[src/rtl/mult_pkg.sv]
// Shared definitions for the shift-add multiplier: controller state encoding and
// default operand/counter widths, reused by the controller, datapath and bench.
package mult_pkg;

    localparam int unsigned WIDTH_DEF = 32;
    localparam int unsigned CNT_W_DEF = 6;

    typedef enum logic [2:0] {
        StIdle,
        StLoad,
        StCheck,
        StAdd,
        StShift,
        StDone
    } state_t;

endpackage

[src/rtl/mult_control_if.sv]
// Handshake and strobe bundle between the multiplier controller (slave side) and
// whoever drives start and observes the datapath strobes (master side).
interface mult_control_if import mult_pkg::*; #(
    parameter int unsigned CNT_W = CNT_W_DEF
) ();

    logic             start;
    logic             prod_lsb;
    logic             load_ctrl;
    logic             add_ctrl;
    logic             shift_ctrl;
    logic             ready;
    logic             done;
    logic [CNT_W-1:0] iter_count;

    modport master (
        output start,
        output prod_lsb,
        input  load_ctrl,
        input  add_ctrl,
        input  shift_ctrl,
        input  ready,
        input  done,
        input  iter_count
    );

    modport slave (
        input  start,
        input  prod_lsb,
        output load_ctrl,
        output add_ctrl,
        output shift_ctrl,
        output ready,
        output done,
        output iter_count
    );

endinterface

[src/rtl/mult_iter_counter.sv]
// Iteration counter for the shift-add controller: synchronous clear, increment,
// and a terminal flag raised while the count sits at WIDTH-1.
module mult_iter_counter import mult_pkg::*; #(
    parameter int unsigned WIDTH = WIDTH_DEF,
    parameter int unsigned CNT_W = CNT_W_DEF
) (
    input  logic             clk,
    input  logic             reset,
    input  logic             i_clear,
    input  logic             i_incr,
    output logic [CNT_W-1:0] o_count,
    output logic             o_terminal
);

    logic [CNT_W-1:0] r_count;

    always_ff @(posedge clk) begin
        if (reset) begin
            r_count <= '0;
        end else if (i_clear) begin
            r_count <= '0;
        end else if (i_incr) begin
            r_count <= r_count + CNT_W'(1);
        end
    end

    assign o_count    = r_count;
    assign o_terminal = (r_count == CNT_W'(WIDTH - 1));

endmodule

[src/rtl/mult_control.sv]
// Moore FSM sequencing a shift-add multiplier: load, then WIDTH rounds of
// check/(add)/shift, then a one-cycle done pulse.
module mult_control import mult_pkg::*; #(
    parameter int unsigned WIDTH = WIDTH_DEF,
    parameter int unsigned CNT_W = CNT_W_DEF
) (
    input  logic           clk,
    input  logic           reset,
    mult_control_if.slave  bus
);

    state_t           r_state;
    state_t           w_state_next;
    logic             w_clear;
    logic             w_incr;
    logic             w_terminal;
    logic [CNT_W-1:0] w_count;

    mult_iter_counter #(
        .WIDTH (WIDTH),
        .CNT_W (CNT_W)
    ) u_iter_counter (
        .clk        (clk),
        .reset      (reset),
        .i_clear    (w_clear),
        .i_incr     (w_incr),
        .o_count    (w_count),
        .o_terminal (w_terminal)
    );

    always_ff @(posedge clk) begin
        if (reset) begin
            r_state <= StIdle;
        end else begin
            r_state <= w_state_next;
        end
    end

    always_comb begin
        w_state_next = r_state;
        w_clear      = 1'b0;
        w_incr       = 1'b0;
        unique case (r_state)
            StIdle: begin
                if (bus.start) begin
                    w_state_next = StLoad;
                end
            end
            StLoad: begin
                w_clear      = 1'b1;
                w_state_next = StCheck;
            end
            StCheck: begin
                w_state_next = bus.prod_lsb ? StAdd : StShift;
            end
            StAdd: begin
                w_state_next = StShift;
            end
            StShift: begin
                // Terminal is judged on the pre-increment count, so DONE sees WIDTH.
                w_incr       = 1'b1;
                w_state_next = w_terminal ? StDone : StCheck;
            end
            StDone: begin
                w_state_next = StIdle;
            end
            default: begin
                w_state_next = StIdle;
            end
        endcase
    end

    assign bus.ready      = (r_state == StIdle);
    assign bus.load_ctrl  = (r_state == StLoad);
    assign bus.add_ctrl   = (r_state == StAdd);
    assign bus.shift_ctrl = (r_state == StShift);
    assign bus.done       = (r_state == StDone);
    assign bus.iter_count = w_count;

endmodule

[src/flat_wrapper.sv]
// flat-port wrapper written by rule: the top's interface ports become plain ports
module mult_control_flat import mult_pkg::*;
#(
    parameter int unsigned WIDTH = WIDTH_DEF,
    parameter int unsigned CNT_W = CNT_W_DEF
)
  (clk, reset, bus_start, bus_prod_lsb, bus_load_ctrl, bus_add_ctrl, bus_shift_ctrl, bus_ready, bus_done, bus_iter_count);
  mult_control_if #(.CNT_W(CNT_W)) bus_i ();
  input  logic clk;
  input  logic reset;
  input wire logic [$bits(bus_i.start)-1:0] bus_start;
  input wire logic [$bits(bus_i.prod_lsb)-1:0] bus_prod_lsb;
  output wire logic [$bits(bus_i.load_ctrl)-1:0] bus_load_ctrl;
  output wire logic [$bits(bus_i.add_ctrl)-1:0] bus_add_ctrl;
  output wire logic [$bits(bus_i.shift_ctrl)-1:0] bus_shift_ctrl;
  output wire logic [$bits(bus_i.ready)-1:0] bus_ready;
  output wire logic [$bits(bus_i.done)-1:0] bus_done;
  output wire logic [$bits(bus_i.iter_count)-1:0] bus_iter_count;
  assign bus_i.start = bus_start;
  assign bus_i.prod_lsb = bus_prod_lsb;
  assign bus_load_ctrl = bus_i.load_ctrl;
  assign bus_add_ctrl = bus_i.add_ctrl;
  assign bus_shift_ctrl = bus_i.shift_ctrl;
  assign bus_ready = bus_i.ready;
  assign bus_done = bus_i.done;
  assign bus_iter_count = bus_i.iter_count;
  mult_control #(.WIDTH(WIDTH), .CNT_W(CNT_W)) u_core (.clk(clk), .reset(reset), .bus(bus_i));
endmodule
[config.mk]
export PLATFORM = sky130hd
export DESIGN_NAME = mult_control_flat
export DESIGN_NICKNAME = d
export VERILOG_FILES = /design/src/rtl/mult_pkg.sv /design/src/rtl/mult_control_if.sv /design/src/rtl/mult_iter_counter.sv /design/src/rtl/mult_control.sv /design/src/flat_wrapper.sv
export SDC_FILE = /design/constraint.sdc
export NUM_CORES = 1
export LEC_CHECK = 0
export ABC_AREA = 1
export CAP_MARGIN = 10
export CORE_AREA = 2 2 39 41
export CTS_CLUSTER_DIAMETER = 120
export DETAILED_ROUTE_END_ITERATION = 7
export DIE_AREA = 0 0 41 43
export GPL_ROUTABILITY_DRIVEN = 0
export GPL_TIMING_DRIVEN = 0
export PLACE_DENSITY = 0.68
export SYNTH_ARGS = -nofsm -noshare
export SYNTH_HDL_FRONTEND = slang
export SYNTH_SLANG_ARGS = --single-unit
[constraint.sdc]
create_clock -name clk -period 1.1 [get_ports clk]
set_input_delay 0.11 -clock clk [delete_from_list [all_inputs] [get_ports clk]]
set_output_delay 0.11 -clock clk [all_outputs]
set_load 0.01 [all_outputs]
Word level (Yosys, flattened, before mapping)
Index checks and enable logic that the tools add are counted.
{ "word_totals": {"elab_cells": 18, "regBits": 9, "n_memories": 0, "rom_bits": 0, "input_bits": 4, "ramBits": 0, "out_inout_bits": 11, "latch_bits": 0} }
{ "op_classes": {"bitwise": 0, "magnitude_cmp": 0, "add_sub_neg": 1, "eq_ne": 7, "muxes": 6, "div_mod_pow": 0, "n_shift": 0, "reduce_logical": 2, "multipliers": 0} }
{ "op_table": {"columns": ["cell", "count"], "rows": [
  ["case mux 3 bit (5 select lines)", 1],
  ["2-to-1 mux 3 bit", 3],
  ["adder 6 x 1 -> 6 bit, second input constant", 1],
  ["== test 3 x 2 -> 1 bit, second input constant", 2],
  ["== test 3 bit, second input constant", 2],
  ["== test 6 x 5 -> 1 bit, second input constant", 1],
  ["== test 3 x 1 -> 1 bit, second input constant", 1],
  ["zero test 3 bit", 1],
  ["2-to-1 mux 1 bit", 2],
  ["inequality test 2 bit, second input constant", 1],
  ["OR reduction 2 bit", 1]
]} }

Depth between registers and ports, before layout
{ "logic_depth": {"ltp_word": 3, "depth_mapped": 6, "depth_no_buf": 6} }

Hierarchy
A second synthesis with hierarchy kept.
{ "unflattened": {"hier_cells": 73, "hier_area_um2": 471.7} }
{ "modules_own_cells": {"columns": ["module", "seq_area_each_um2", "n_inst", "area_each_um2", "cells_each"], "rows": [
  ["mult_iter_counter", 120.1, 1, 269.0, 37],
  ["mult_control", 60.1, 1, 202.7, 36]
]} }

Worst setup path before layout
Ideal clock, no wire load.
{ "synth_path": {"path_type": "reg2reg", "from": "reg u_core.u_iter_counter.r_count[0], in the netlist u_core.u_iter_counter.o_count[0]", "to": "reg u_core.u_iter_counter.r_count[4], in the netlist u_core.u_iter_counter.o_count[4]", "stages_incl_launch_ff": 5, "period_less_slack_ns": 1.106, "arrival_time_ns": 0.988, "path_slack_ns": -0.006, "path_cell_list": "dfxtp_1 ha_1 nand3_1 nor3b_1 nor2_1"} }
{ "synth_between": {"elab_chain_len": 1} }
{ "synth_rtl": {"columns": ["element", "line_no", "source"], "rows": [
  ["start, declared", "mult_iter_counter.sv:15", "logic [CNT_W-1:0] r_count;"],
  ["start signal, assigned", "mult_iter_counter.sv:23", "r_count <= r_count + CNT_W'(1);"],
  ["adder 6 x 1 -> 6 bit", "mult_iter_counter.sv:23", null]
]} }
No other way between the ends.
A chain may end at the register's enable or synchronous reset.

Worst setup path after layout
{ "layout_path": {"from": "reg u_core.r_state[0]", "to": "out bus_shift_ctrl"} }
{ "layout_between": {"elab_chain_len": 1} }
{ "layout_rtl": {"columns": ["element", "line_no", "source"], "rows": [
  ["start, declared", "mult_control.sv:12", "state_t r_state;"],
  ["start signal, assigned", "mult_control.sv:33", "r_state <= StIdle;"],
  ["start signal, assigned", "mult_control.sv:35", "r_state <= w_state_next;"],
  ["== test 3 bit", "mult_control.sv:76", "assign bus.shift_ctrl = (r_state == StShift);"],
  ["end, declared", "flat_wrapper.sv:15", "output wire logic [$bits(bus_i.shift_ctrl)-1:0] bus_shift_ctrl;"]
]} }
No other way between the ends.

==> impl_metrics.json <==
{
  "final_hold_viol_count": 0,
  "fp.dieH_um": 43,
  "synthMuxAreaShare_pct": 0,
  "synth_simple_gate_area_share_pct": 41.0,
  "seqCellArea_um2": 200,
  "tightest_slew_ns": 0.161,
  "die-area_um2": 1760,
  "rsz0062_at_grt": "yes",
  "grt_pass1_wl_um": 1900,
  "seq_area_frac_synth_pct": 36.5,
  "power.density_nw_per_um2": 1330,
  "slew_headroom_pct": 89.2,
  "synth_compound_area_share_pct": 8.86,
  "n_antenna_cell": 0,
  "grt_pass1_vias": 475,
  "vias": 505,
  "die_w_um": 41,
  "clkPwrFrac_pct": 25.6,
  "rows": 14,
  "failed_checks": "setup timing",
  "hold_class": "in2reg",
  "final_max_slew_viol_count": 0,
  "antenna_found_initial": 0,
  "cts_root_buf": "clkbuf_4",
  "end_kind": "primary output",
  "vias_per_cell": 4.76,
  "synth-seq-cells": 9,
  "io_pins": 15,
  "overflow": 0,
  "dp.cells": 98,
  "multi_input_area_um2": 338,
  "synthAdderAreaFrac_pct": 2.53,
  "gr-usage-all-layers_pct": 15.9,
  "syn_area_um2": 494,
  "finalSetupTns_ns": -0.110,
  "place.port_buffers": 14,
  "clk_pin_slew_worst_paths_ns": 0.06,
  "drt-initial-drc-count": 1,
  "cts_max_level": 1,
  "final_area_um2": 796,
  "area_growth_pct": 61.0,
  "clock_path_buffers": 2,
  "cp.arrival_ns": 1.03,
  "switching_power_uw": 376,
  "cell_internal_pwr_uw": 680,
  "vdd.ir_drop.worst_mv": 0.593,
  "finalSetupViolations": 3,
  "clk_latency_ns": 0.27,
  "fillers": 141,
  "cts_tree": "done",
  "start_util_pct": 35.7,
  "nNetsFinal": 96,
  "post-route-period-util_pct": 104,
  "hpwl_um": 764,
  "stdcell_count": 106,
  "switching_share_pct": 35.6,
  "rrSetupSlack_ns": -0.04,
  "cap_violations": 0,
  "wl_um": 1170,
  "synth_cell_types": 21,
  "avgRoutedWirePerCell_um": 11.0,
  "synth_top_family_by_area": "simple AND/OR/NAND/NOR gates",
  "p_leak_nw": 0.345,
  "skew_ns": 0.000766,
  "synth_cells": 68,
  "worstSetupPathType": "reg2out",
  "status": "finished, violations left",
  "clock_sinks": 9,
  "numCtsBuffers": 3,
  "fin_crit_ns": 1.14,
  "finalPower_mw": 1.06,
  "cp.required_ns": 0.99,
  "syn_nets": 73,
  "grt_max_degree": 7,
  "dr.pass1.iters": 3,
  "final_antenna_net_count": 0,
  "synth_xor_area_share_pct": 3.54,
  "syn_area_per_cell_um2": 7.27,
  "placed_cell_area_um2": 656,
  "drive_gt1_share_pct": 48.9,
  "core-area_um2": 1380,
  "combPwrFrac_pct": 36.2,
  "hold_buffers": 0,
  "p_seq_share_pct": 38.3,
  "setup_ws_ns": -0.0395,
  "drc": 0,
  "clock.fmax_mhz": 878,
  "critPathLaunchType": "flop",
  "worstPathMaxFanout": 5,
  "ys_warn_count": 0
}
-- logic make-up after synthesis --
kind of cell / Yosys count
flops: 9
compound gates: 8
xor+xnor: 2
buf+inv: 9
simple gates: 39
fa+ha+maj: 1
-- per-layer routing --
layer	global-route usage (%)	up-vias	share of wire, %
li1	-	261	-
met1	18.4	225	42
met2	25.9	16	49
met3	3.14	3	7.1
met4	8.00	0	1.8
met5	0	-	0
-- worst max-delay path, stage by stage, from the launching register on --
cell	delay, ns
dfxtp_4	0.37
nor2_4	0.14
nand2_4	0.08
inv_4	0.07
buf_6	0.10
-- path summary, 6_finish.rpt --
path,start,to,cells past startpoint
worst min register to register,u_core.u_iter_counter.o_count[1],u_core.u_iter_counter.o_count[1],2
worst max register to register,u_core.r_state[0],u_core.u_iter_counter.o_count[3],7
worst min-delay path,reset,u_core.r_state[2],2
worst max-delay path,u_core.r_state[0],bus_shift_ctrl,4
-- layout by cell type, fill, tap and decap left out, types with 3 or more instances in the layout --
master / count
inv_4: 3
dfxtp_4: 4
clkbuf_4: 3
clkdlybuf4s50_1: 3
inv_1: 3
nand3_1: 3
nand2_2: 3
nor2_4: 3
buf_6: 5
nor2_1: 9
nand2_1: 10
dlygate4sd2_1: 6
a21oi_1: 5
nand2_4: 3
dfxtp_2: 4
-- stage by stage --
| stage | worst slack, ns | hold slack (ns) | utilization, % |
|---|---|---|---|
| finish | -0.0395 | 0.432 | 57.5 |
| global route | -0.114 | 0.451 | 57.5 |
| CTS | -0.0393 | 0.432 | 52.2 |
| detailed placement | -0.229 | 0.492 | 47.4 |
| global placement | -0.222 | 0.494 | 47.4 |
| floorplan | 0.0113 | 0.179 | - |
-- cell usage after synthesis --
cell,n,area share [%]
inv_1,6,4.6
a21oi_1,6,6.1
xor2_1,2,3.5
nand3_2,1,2.0
inv_4,1,1.3
o21ai_0,1,1.0
nor2_4,2,4.6
nor3_1,1,1.0
dfxtp_1,9,36
nor2_1,11,8.4
nand2_4,2,4.6
nand3b_1,1,1.5
ha_1,1,2.5
inv_2,1,0.76
nor2_2,1,1.3
nand2_2,1,1.3
clkinv_2,1,1.0
o21ai_2,1,1.8
nor3b_1,1,1.5
nand2_1,13,9.9
nand3_1,5,5.1
-- repair_timing --
item / in CTS / in global routing
gates resized for setup: 47 / 16
pin swaps: 4 / 6
buffers inserted: 3 / 1
endpoints found under the setup margin: 14 / 13
-- power by group through the flow --
stage / clock network, mW / logic [mW] / registers, mW
floorplan: 0 / 0.178 / 0.385
global placement: 0 / 0.275 / 0.389
detailed placement: 0 / 0.279 / 0.389
CTS: 0.276 / 0.310 / 0.399
global route: 0.299 / 0.417 / 0.407
finish: 0.270 / 0.382 / 0.404
-- registers in the layout, summed over array words and instances, names as in the netlist --
| register | count |
|---|---|
| u_core.r_state | 3 |
| u_core.u_iter_counter.o_count | 6 |
-- layout make-up --
cell class                      count  share of cell area [%]
Timing Repair Buffer               18                    20.6
Tap cell                           16                    2.52
Multi-Input combinational cell     50                    42.5
Clock buffer                        4                    3.30
Inverter                            9                    5.97
Sequential cell                     9                    25.2
Note: power is estimated with default switching activity, not from simulation.
